$ cat src/rtl/crank_wheel_gen_if.sv
// rtl/crank_wheel_gen_if.sv - run/period control and tooth-signal outputs of the crank wheel generator
interface crank_wheel_gen_if #(
  parameter int PERIOD_W = 24
);
  logic                en;
  logic [PERIOD_W-1:0] period;
  logic                vr_out;
  logic [7:0]          tooth_num;
  logic                gap_flag;
  logic                rev_pulse;
  logic                busy;

  modport master (
    output en, period,
    input  vr_out, tooth_num, gap_flag, rev_pulse, busy
  );

  modport slave (
    input  en, period,
    output vr_out, tooth_num, gap_flag, rev_pulse, busy
  );
endinterface

$ cat src/rtl/crank_wheel_gen.sv
// rtl/crank_wheel_gen.sv - synthetic missing-tooth crank trigger wheel transmitter
module crank_wheel_gen #(
  parameter int TOOTH_CNT = 60,
  parameter int GAP_CNT   = 2,
  parameter int PERIOD_W  = 24
) (
  input  logic             clk,
  input  logic             rst,
  crank_wheel_gen_if.slave cw
);
  typedef logic [PERIOD_W-1:0] per_t;
  typedef enum logic [1:0] {S_IDLE, S_HIGH, S_LOW, S_GAP} state_t;

  localparam per_t       ONE       = per_t'(1);
  localparam per_t       TWO       = per_t'(2);
  localparam logic [7:0] LAST      = 8'(TOOTH_CNT - 1);
  localparam logic [7:0] GAP_START = 8'(TOOTH_CNT - GAP_CNT);

  state_t     state_q, state_d;
  per_t       cnt_q, cnt_d;
  per_t       per_q, per_d;
  logic [7:0] tooth_q, tooth_d;
  logic       vr_q, vr_d;
  logic       gap_q, gap_d;
  logic       rev_q, rev_d;
  logic       busy_q, busy_d;

  per_t       per_new;
  per_t       half;
  logic [7:0] tooth_nx;

  // Shadow period clamps to 2 so both halves are at least one cycle.
  assign per_new  = (cw.period < TWO) ? TWO : cw.period;
  assign half     = per_q >> 1;
  assign tooth_nx = (tooth_q == LAST) ? 8'd0 : tooth_q + 8'd1;

  always_ff @(posedge clk) begin
    if (rst) begin
      state_q <= S_IDLE;
      cnt_q   <= '0;
      per_q   <= '0;
      tooth_q <= '0;
      vr_q    <= 1'b0;
      gap_q   <= 1'b0;
      rev_q   <= 1'b0;
      busy_q  <= 1'b0;
    end else begin
      state_q <= state_d;
      cnt_q   <= cnt_d;
      per_q   <= per_d;
      tooth_q <= tooth_d;
      vr_q    <= vr_d;
      gap_q   <= gap_d;
      rev_q   <= rev_d;
      busy_q  <= busy_d;
    end
  end

  always_comb begin
    state_d = state_q;
    cnt_d   = cnt_q + ONE;
    per_d   = per_q;
    tooth_d = tooth_q;
    vr_d    = vr_q;
    gap_d   = gap_q;
    rev_d   = 1'b0;
    busy_d  = busy_q;
    case (state_q)
      S_IDLE: begin
        cnt_d = '0;
        if (cw.en) begin
          state_d = S_HIGH;
          tooth_d = 8'd0;
          per_d   = per_new;
          vr_d    = 1'b1;
          gap_d   = 1'b0;
          rev_d   = 1'b1;
          busy_d  = 1'b1;
        end
      end
      S_HIGH: begin
        if (cnt_q == half - ONE) begin
          state_d = S_LOW;
          vr_d    = 1'b0;
        end
      end
      default: begin
        // The counter runs across the whole tooth, so LOW and GAP share the P-1 boundary.
        if (cnt_q == per_q - ONE) begin
          cnt_d = '0;
          if (!cw.en) begin
            state_d = S_IDLE;
            tooth_d = 8'd0;
            vr_d    = 1'b0;
            gap_d   = 1'b0;
            busy_d  = 1'b0;
          end else begin
            tooth_d = tooth_nx;
            per_d   = per_new;
            rev_d   = (tooth_nx == 8'd0);
            if (tooth_nx >= GAP_START) begin
              state_d = S_GAP;
              vr_d    = 1'b0;
              gap_d   = 1'b1;
            end else begin
              state_d = S_HIGH;
              vr_d    = 1'b1;
              gap_d   = 1'b0;
            end
          end
        end
      end
    endcase
  end

  assign cw.vr_out    = vr_q;
  assign cw.tooth_num = tooth_q;
  assign cw.gap_flag  = gap_q;
  assign cw.rev_pulse = rev_q;
  assign cw.busy      = busy_q;
endmodule

$ cat src/flat_wrapper.sv
// flat-port wrapper written by rule: the top's interface ports become plain ports
module crank_wheel_gen_flat 
#(
  parameter int TOOTH_CNT = 60,
  parameter int GAP_CNT   = 2,
  parameter int PERIOD_W  = 24
)
  (clk, rst, cw_en, cw_period, cw_vr_out, cw_tooth_num, cw_gap_flag, cw_rev_pulse, cw_busy);
  crank_wheel_gen_if #(.PERIOD_W(PERIOD_W)) cw_i ();
  input  logic clk;
  input  logic rst;
  input wire logic [$bits(cw_i.en)-1:0] cw_en;
  input wire logic [$bits(cw_i.period)-1:0] cw_period;
  output wire logic [$bits(cw_i.vr_out)-1:0] cw_vr_out;
  output wire logic [$bits(cw_i.tooth_num)-1:0] cw_tooth_num;
  output wire logic [$bits(cw_i.gap_flag)-1:0] cw_gap_flag;
  output wire logic [$bits(cw_i.rev_pulse)-1:0] cw_rev_pulse;
  output wire logic [$bits(cw_i.busy)-1:0] cw_busy;
  assign cw_i.en = cw_en;
  assign cw_i.period = cw_period;
  assign cw_vr_out = cw_i.vr_out;
  assign cw_tooth_num = cw_i.tooth_num;
  assign cw_gap_flag = cw_i.gap_flag;
  assign cw_rev_pulse = cw_i.rev_pulse;
  assign cw_busy = cw_i.busy;
  crank_wheel_gen #(.TOOTH_CNT(TOOTH_CNT), .GAP_CNT(GAP_CNT), .PERIOD_W(PERIOD_W)) u_core (.clk(clk), .rst(rst), .cw(cw_i));
endmodule
$ cat config.mk
export PLATFORM = sky130hd
export DESIGN_NAME = crank_wheel_gen_flat
export DESIGN_NICKNAME = d
export VERILOG_FILES = /design/src/rtl/crank_wheel_gen_if.sv /design/src/rtl/crank_wheel_gen.sv /design/src/flat_wrapper.sv
export SDC_FILE = /design/constraint.sdc
export NUM_CORES = 1
export LEC_CHECK = 0
export BUFFER_PORTS_ARGS = -buffer_cell sky130_fd_sc_hd__buf_2
export CAP_MARGIN = 25
export CORE_MARGIN = 4
export CORE_UTILIZATION = 55
export CTS_BUF_LIST = sky130_fd_sc_hd__clkbuf_2
export CTS_CLUSTER_DIAMETER = 200
export DETAILED_ROUTE_END_ITERATION = 10
export GPL_TIMING_DRIVEN = 0
export PLACE_DENSITY_LB_ADDON = 0.25
export REMOVE_ABC_BUFFERS = 1
export SYNTH_ARGS = -nofsm -noshare
export SYNTH_HDL_FRONTEND = slang
export SYNTH_SLANG_ARGS = --single-unit
$ cat constraint.sdc
create_clock -name clk -period 4.4 [get_ports clk]
set_input_delay 0.66 -clock clk [delete_from_list [all_inputs] [get_ports clk]]
set_output_delay 0.66 -clock clk [all_outputs]
set_load 0.005 [all_outputs]
### After elaboration in Yosys (flattened, before gate mapping)

Cells that the tools add are included.

| storage, ports and cells | value |
|---|---|
| register bits | 62 |
| input port bits | 27 |
| output and inout bits | 12 |
| logic and storage cells | 65 |

| cells by class | value |
|---|---|
| $add $sub $neg | 4 |
| order comparisons | 2 |
| equal/unequal tests | 7 |
| muxes and demuxes | 35 |
| bitwise logic cells | 1 |
| reductions and logical operators | 8 |

Operators by type and width:

| operator | count |
|---|---|
| 24-bit two-way mux | 4 |
| 24-bit case mux with 2 select lines | 2 |
| 24-bit == test | 2 |
| 8-bit two-way mux | 4 |
| 24-bit by 1-bit adder with 24-bit output (second input constant) | 1 |
| 24-bit by 2-bit < comparator with 1-bit output (second input constant) | 1 |
| 23-bit by 1-bit subtractor with 24-bit output (second input constant) | 1 |
| 24-bit by 1-bit subtractor with 24-bit output (second input constant) | 1 |
| 8-bit case mux with 2 select lines | 1 |
| 1-bit two-way mux | 14 |
| 2-bit two-way mux | 5 |
| 8-bit by 1-bit adder with 8-bit output (second input constant) | 1 |
| 8-bit by 6-bit == test with 1-bit output (second input constant) | 1 |
| 8-bit by 6-bit >= comparator with 1-bit output (second input constant) | 1 |
| 8-bit zero test | 1 |
| 1-bit case mux with 2 select lines | 4 |
| 3-bit AND reduction | 2 |
| 2-bit by 1-bit != test with 1-bit output (second input constant) | 2 |
| 2-bit case mux with 2 select lines | 1 |
| 4-bit AND reduction | 1 |
| 3-bit nonzero test | 1 |
| 2-bit by 1-bit == test with 1-bit output (second input constant) | 1 |
| 2-bit zero test | 1 |
| 2-bit != test (second input constant) | 1 |
| 3 further kinds | 3 |

### Longest topological paths before layout

| depth | value |
|---|---|
| depth in word-level cells | 7 |
| gate-level depth with buffers | 14 |
| mapped depth without buffers | 10 |

### Least setup slack after synthesis

OpenSTA, ideal clock, no wires.

| timing | value |
|---|---|
| kind | reg2reg |
| from | register u_core.per_q[9] |
| to | register u_core.cnt_q[10] |
| setup time | 0.117 ns |
| data arrival time | 3.152 ns |
| required time | 4.283 ns |
| setup slack | 1.131 ns |
| cell stages (with the launch flop) | 13 |
| buffers on the path | 4 |
| period minus slack after synthesis | 3.269 ns |
| cells stage by stage | dfxtp_1 -> buf_6 -> or4_4 -> or4_1 -> o21ai_1 -> o211ai_1 -> or4_1 -> buf_2 -> o41a_1 -> nand2b_1 -> buf_2 -> buf_2 -> nor2_1 |

| on the way | value |
|---|---|
| word-level cells in the longest chain between the ends | 4 |

Ends and longest elaborated chain:

| element | RTL line | RTL |
|---|---|---|
| start, declared | crank_wheel_gen.sv:21 | `per_t per_q, per_d;` |
| start signal, assigned | crank_wheel_gen.sv:50 | `per_q <= per_d;` |
| 24-bit by 1-bit subtractor with 24-bit output | crank_wheel_gen.sv:89 | `if (cnt_q == per_q - ONE) begin` |
| 24-bit == test | crank_wheel_gen.sv:89 |  |
| 24-bit two-way mux | crank_wheel_gen.sv:89 |  |
| 24-bit case mux with 2 select lines | crank_wheel_gen.sv:68 | `case (state_q)` |
| end signal, assigned | crank_wheel_gen.sv:49 | `cnt_q <= cnt_d;` |
| end, declared | crank_wheel_gen.sv:20 | `per_t cnt_q, cnt_d;` |

Every way passes these cells.
A chain may end at the register's enable or synchronous reset.

### Final worst setup path

| timing | value |
|---|---|
| from | register u_core.per_q[1] |
| to | register u_core.cnt_q[19] |

Same word-level chain as after synthesis.

==> metrics.md <==
| Metric | Value |
|---|---|
| Status | completed |
| VDD IR max | 0.1951 mV |
| Tightest Pin Transition | roughly 860 ps |
| Yosys top cell area share | between 20% and 30% |
| Final setup margin | between 400 and 500 ps |
| Area Growth Syn to Fin | 4.889% |
| Worst-path clk slew | roughly 180 ps |
| Vias per inst | between 6 and 7 |
| Mapped Cells | 607 |
| Worst r2r src | u_core.per_q[1] |
| Clk buf depth | 2 |
| Die H | about 100 um |
| Max-cap violations | 0 |
| CP delay by family, top | simple AND/OR/NAND/NOR gates |
| RR Endpoint | u_core.cnt_q[19] |
| # H-tree levels | 3 |
| Initial DRC count | 340 |
| Seq/Total Area, Yosys | between 20% and 30% |
| CTS root buf | clkbuf_2 |
| Initial antenna violation count | 0 |
| Final wirelength | around 12 mm |
| Pre-CTS WS | -227.0 ps |
| GP Congestion | roughly 0.94 |
| FMAX | between 200 and 300 MHz |
| Final setup violation count | 0 |
| R2R depth | 10 |
| Count leader, synth | dfxtp_1 |
| Hold WC Path Type | in -> reg |
| Setup crit start kind | flip-flop |
| Top FF cell, synth | dfxtp_1 |
| Critical Path AT | about 4300 ps |
| Footprint of the multi-input gates | approximately 3100 um^2 |
| Reg2reg setup slack | 450 ps |
| CTS tree | done |
| Initial Utilization | a little under three fifths |
| Netlist area before placement | around 4600 um^2 |
| Post-CTS Repair Setup Buffers | 0 |
| CP Launch Point | u_core.per_q[1] |
| Post-DRT Antenna Nets | 0 |
| Total Routing Usage GR | 24.74% |
| P_leak | approximately 1.8 nW |
| Power Density | approximately 260 nW/um^2 |
| Core footprint | between 8000 and 9000 um^2 |
| Largest net degree at the start of global routing | between 40 and 50 |
| Depth of the worst hold-timing path | 3 |
| Worst path slowest cell | or4_1 |
| Mapped Avg Cell Area | 7.590 um^2 |
| Top cells by count, synth | dfxtp_1, nor2_1, xnor2_1 |
| Finished Layout Cells | 720 |
| Ranking of synthesized cells by area | dfxtp_1, xnor2_1, xor2_1 |
| Vias in the first global route | 4090 |
| Post-synth EDFFs | 0 |
| Crit path to | u_core.cnt_q[19] |
| Setup CP Type | reg -> reg |
| Critical path's largest stage delay | ~680 ps |
| IO Count | 39 |
| Clk sinks | 62 |
| Layout Utilization | about three fifths |
| Max FO, Critical Path | 24 |
| Post-placement cell count | between 700 and 800 |
| First-pass DRT Iterations | 5 |
| Post-synth top area cell | dfxtp_1 |
| Tmin final | 3952 ps |
| Die Wd | 99.52 um |
| Fillers | just under 800 |
| Synth unique cells | 65 |
| Vias | about 4500 |
| Antenna diodes | 0 |
| Worst path cell trace | inv_1 -> ha_1 -> nor3b_2 -> nand3_1 -> nor4_1 -> xnor2_1 -> or4_1 -> o41a_1 -> nand2b_4 -> nor2_1 |
| Hold WS | ~420 ps |
| FFs w/ async S/R, synth | 0% |
| Worst clock skew | approximately 26 ps |
| First-pass GRT wire length | 20.14 mm |
| Worst rel slew slack | 41.83% |
| Worst Path Required | around 4800 ps |
| DP HPWL | 9.027 mm |
| Drt wl/cell | approximately 17 um |
| Max-slew violations | 0 |
| Share of layout cells above drive strength 1 | around 12% |
| RSZ-0062 raised after global routing | no |
| Final hold viol count | 0 |
| Die area | about 9900 um^2 |
| Levels on crit path | 10 |
| Fin crit share | 89.82% |
| WP buf/inv | 1 |
| Nets | 645 |
| PortBufs | 38 |
| Congestion Overflow GR | 0 |
| FP Rows | 33 |
| TritonCTS buffer count | 9 |
| Synthesized flop and latch total | between 60 and 70 |
| Post-route DRC violation count | 0 |
| Crit path capture type | flip-flop |
| Sequential cell area | 1241 um^2 |
| Later-pin clock latency in the skew report | between 400 and 500 ps |
| Yosys warns | 0 |
## layout by cell type, fill, tap and decap left out, drive strengths merged, types with 3 or more instances in the layout
cell type	Yosys	final
xor2	31	31
dfxtp	62	62
or2	4	4
o21ai	32	32
nor3	28	28
nand4	13	13
o41ai	3	3
nor2b	6	6
clkbuf	36	11
xnor2	54	54
nand3	46	46
ha	8	8
or4	6	6
nor3b	5	5
mux2	6	6
and3	15	15
a211oi	6	6
nor4b	3	3
nand2b	9	9
and4	3	3
inv	15	15
a31oi	8	8
nand2	30	30
a21oi	40	40
a211o	4	4
or3	4	4
buf	11	39
a21o	3	3
clkinv	0	4
and2	3	3
nor2	55	55
nor4	23	23
o2111ai	3	3
## worst register-to-register path: stages, from the launching register on
cell,delay (ps)
dfxtp_1,410
inv_1,110
ha_1,360
nor3b_2,540
nand3_1,170
nor4_1,290
xnor2_1,120
or4_1,680
o41a_1,680
nand2b_4,390
nor2_1,100
## per-stage QoR
stage          power (mW)  TNS [ps]  area, um^2
6_report            1.265         0        4832
4_1_cts             1.263         0        4822
3_3_place_gp       0.9629     -1946        4727
3_5_place_dp       0.9726     -4961        4738
2_1_floorplan      0.8711         0        4405
5_1_grt             1.336         0        4832
## flip-flops by register name, summed over array words and instances (netlist names)
signal,flops
u_core.cw.tooth_num,8
u_core.per_q,24
u_core.cw.gap_flag,1
u_core.state_q,2
u_core.cnt_q,24
u_core.cw.busy,1
u_core.cw.rev_pulse,1
u_core.cw.vr_out,1
## metal layers
metal	global-route usage (%)	part of all wire, %
met5	0	0
met4	8.088	1.9
met3	3.997	5.4
met2	38.12	45
met1	35.18	48
## cell type report
type                       instances  share of cell area (%)
clock inverter                     5                  0.5438
clock buffer                      11                   1.139
tap                              105                   2.719
inverter                          15                   1.165
multi-input combinational        483                   64.58
sequential                        62                   25.69
timing repair buffer              39                   4.169
## worst min-delay path by stage
stage,from,endpoint,slack [ps]
final,cw_period[0],u_core.per_q[0],420
after detailed placement,u_core.cnt_q[0],u_core.cnt_q[0],510
after global placement,u_core.cnt_q[0],u_core.cnt_q[0],500
after global routing,cw_period[0],u_core.per_q[0],370
after CTS,cw_period[0],u_core.per_q[0],390
after floorplan,u_core.cnt_q[0],u_core.cnt_q[0],460
## logic make-up after synthesis
| kind of cell | share of synthesized area [%] |
|---|---|
| AND/OR/NAND/NOR | 29.85 |
| AO/OA/AOI/OAI | 17.38 |
| XOR/XNOR | 16.16 |
| adder cells (fa/ha/maj) | 2.173 |
| multiplexers | 1.901 |
| buffers and inverters | 5.595 |
| flip-flops | 26.94 |
## report_power, final
part | switching, mW | internal, mW
Combinational | 0.217 | 0.142
Sequential | 0.0356 | 0.579
Clock | 0.218 | 0.0745
Total | 0.470 | 0.795
## timing repair
item,4_1_cts,5_1_grt
hold buffers,0,0
cloned,0,0
endpoints found under the setup margin,24,42
gates resized for setup,1,2
No activity file was read; power rests on OpenSTA's default activity.
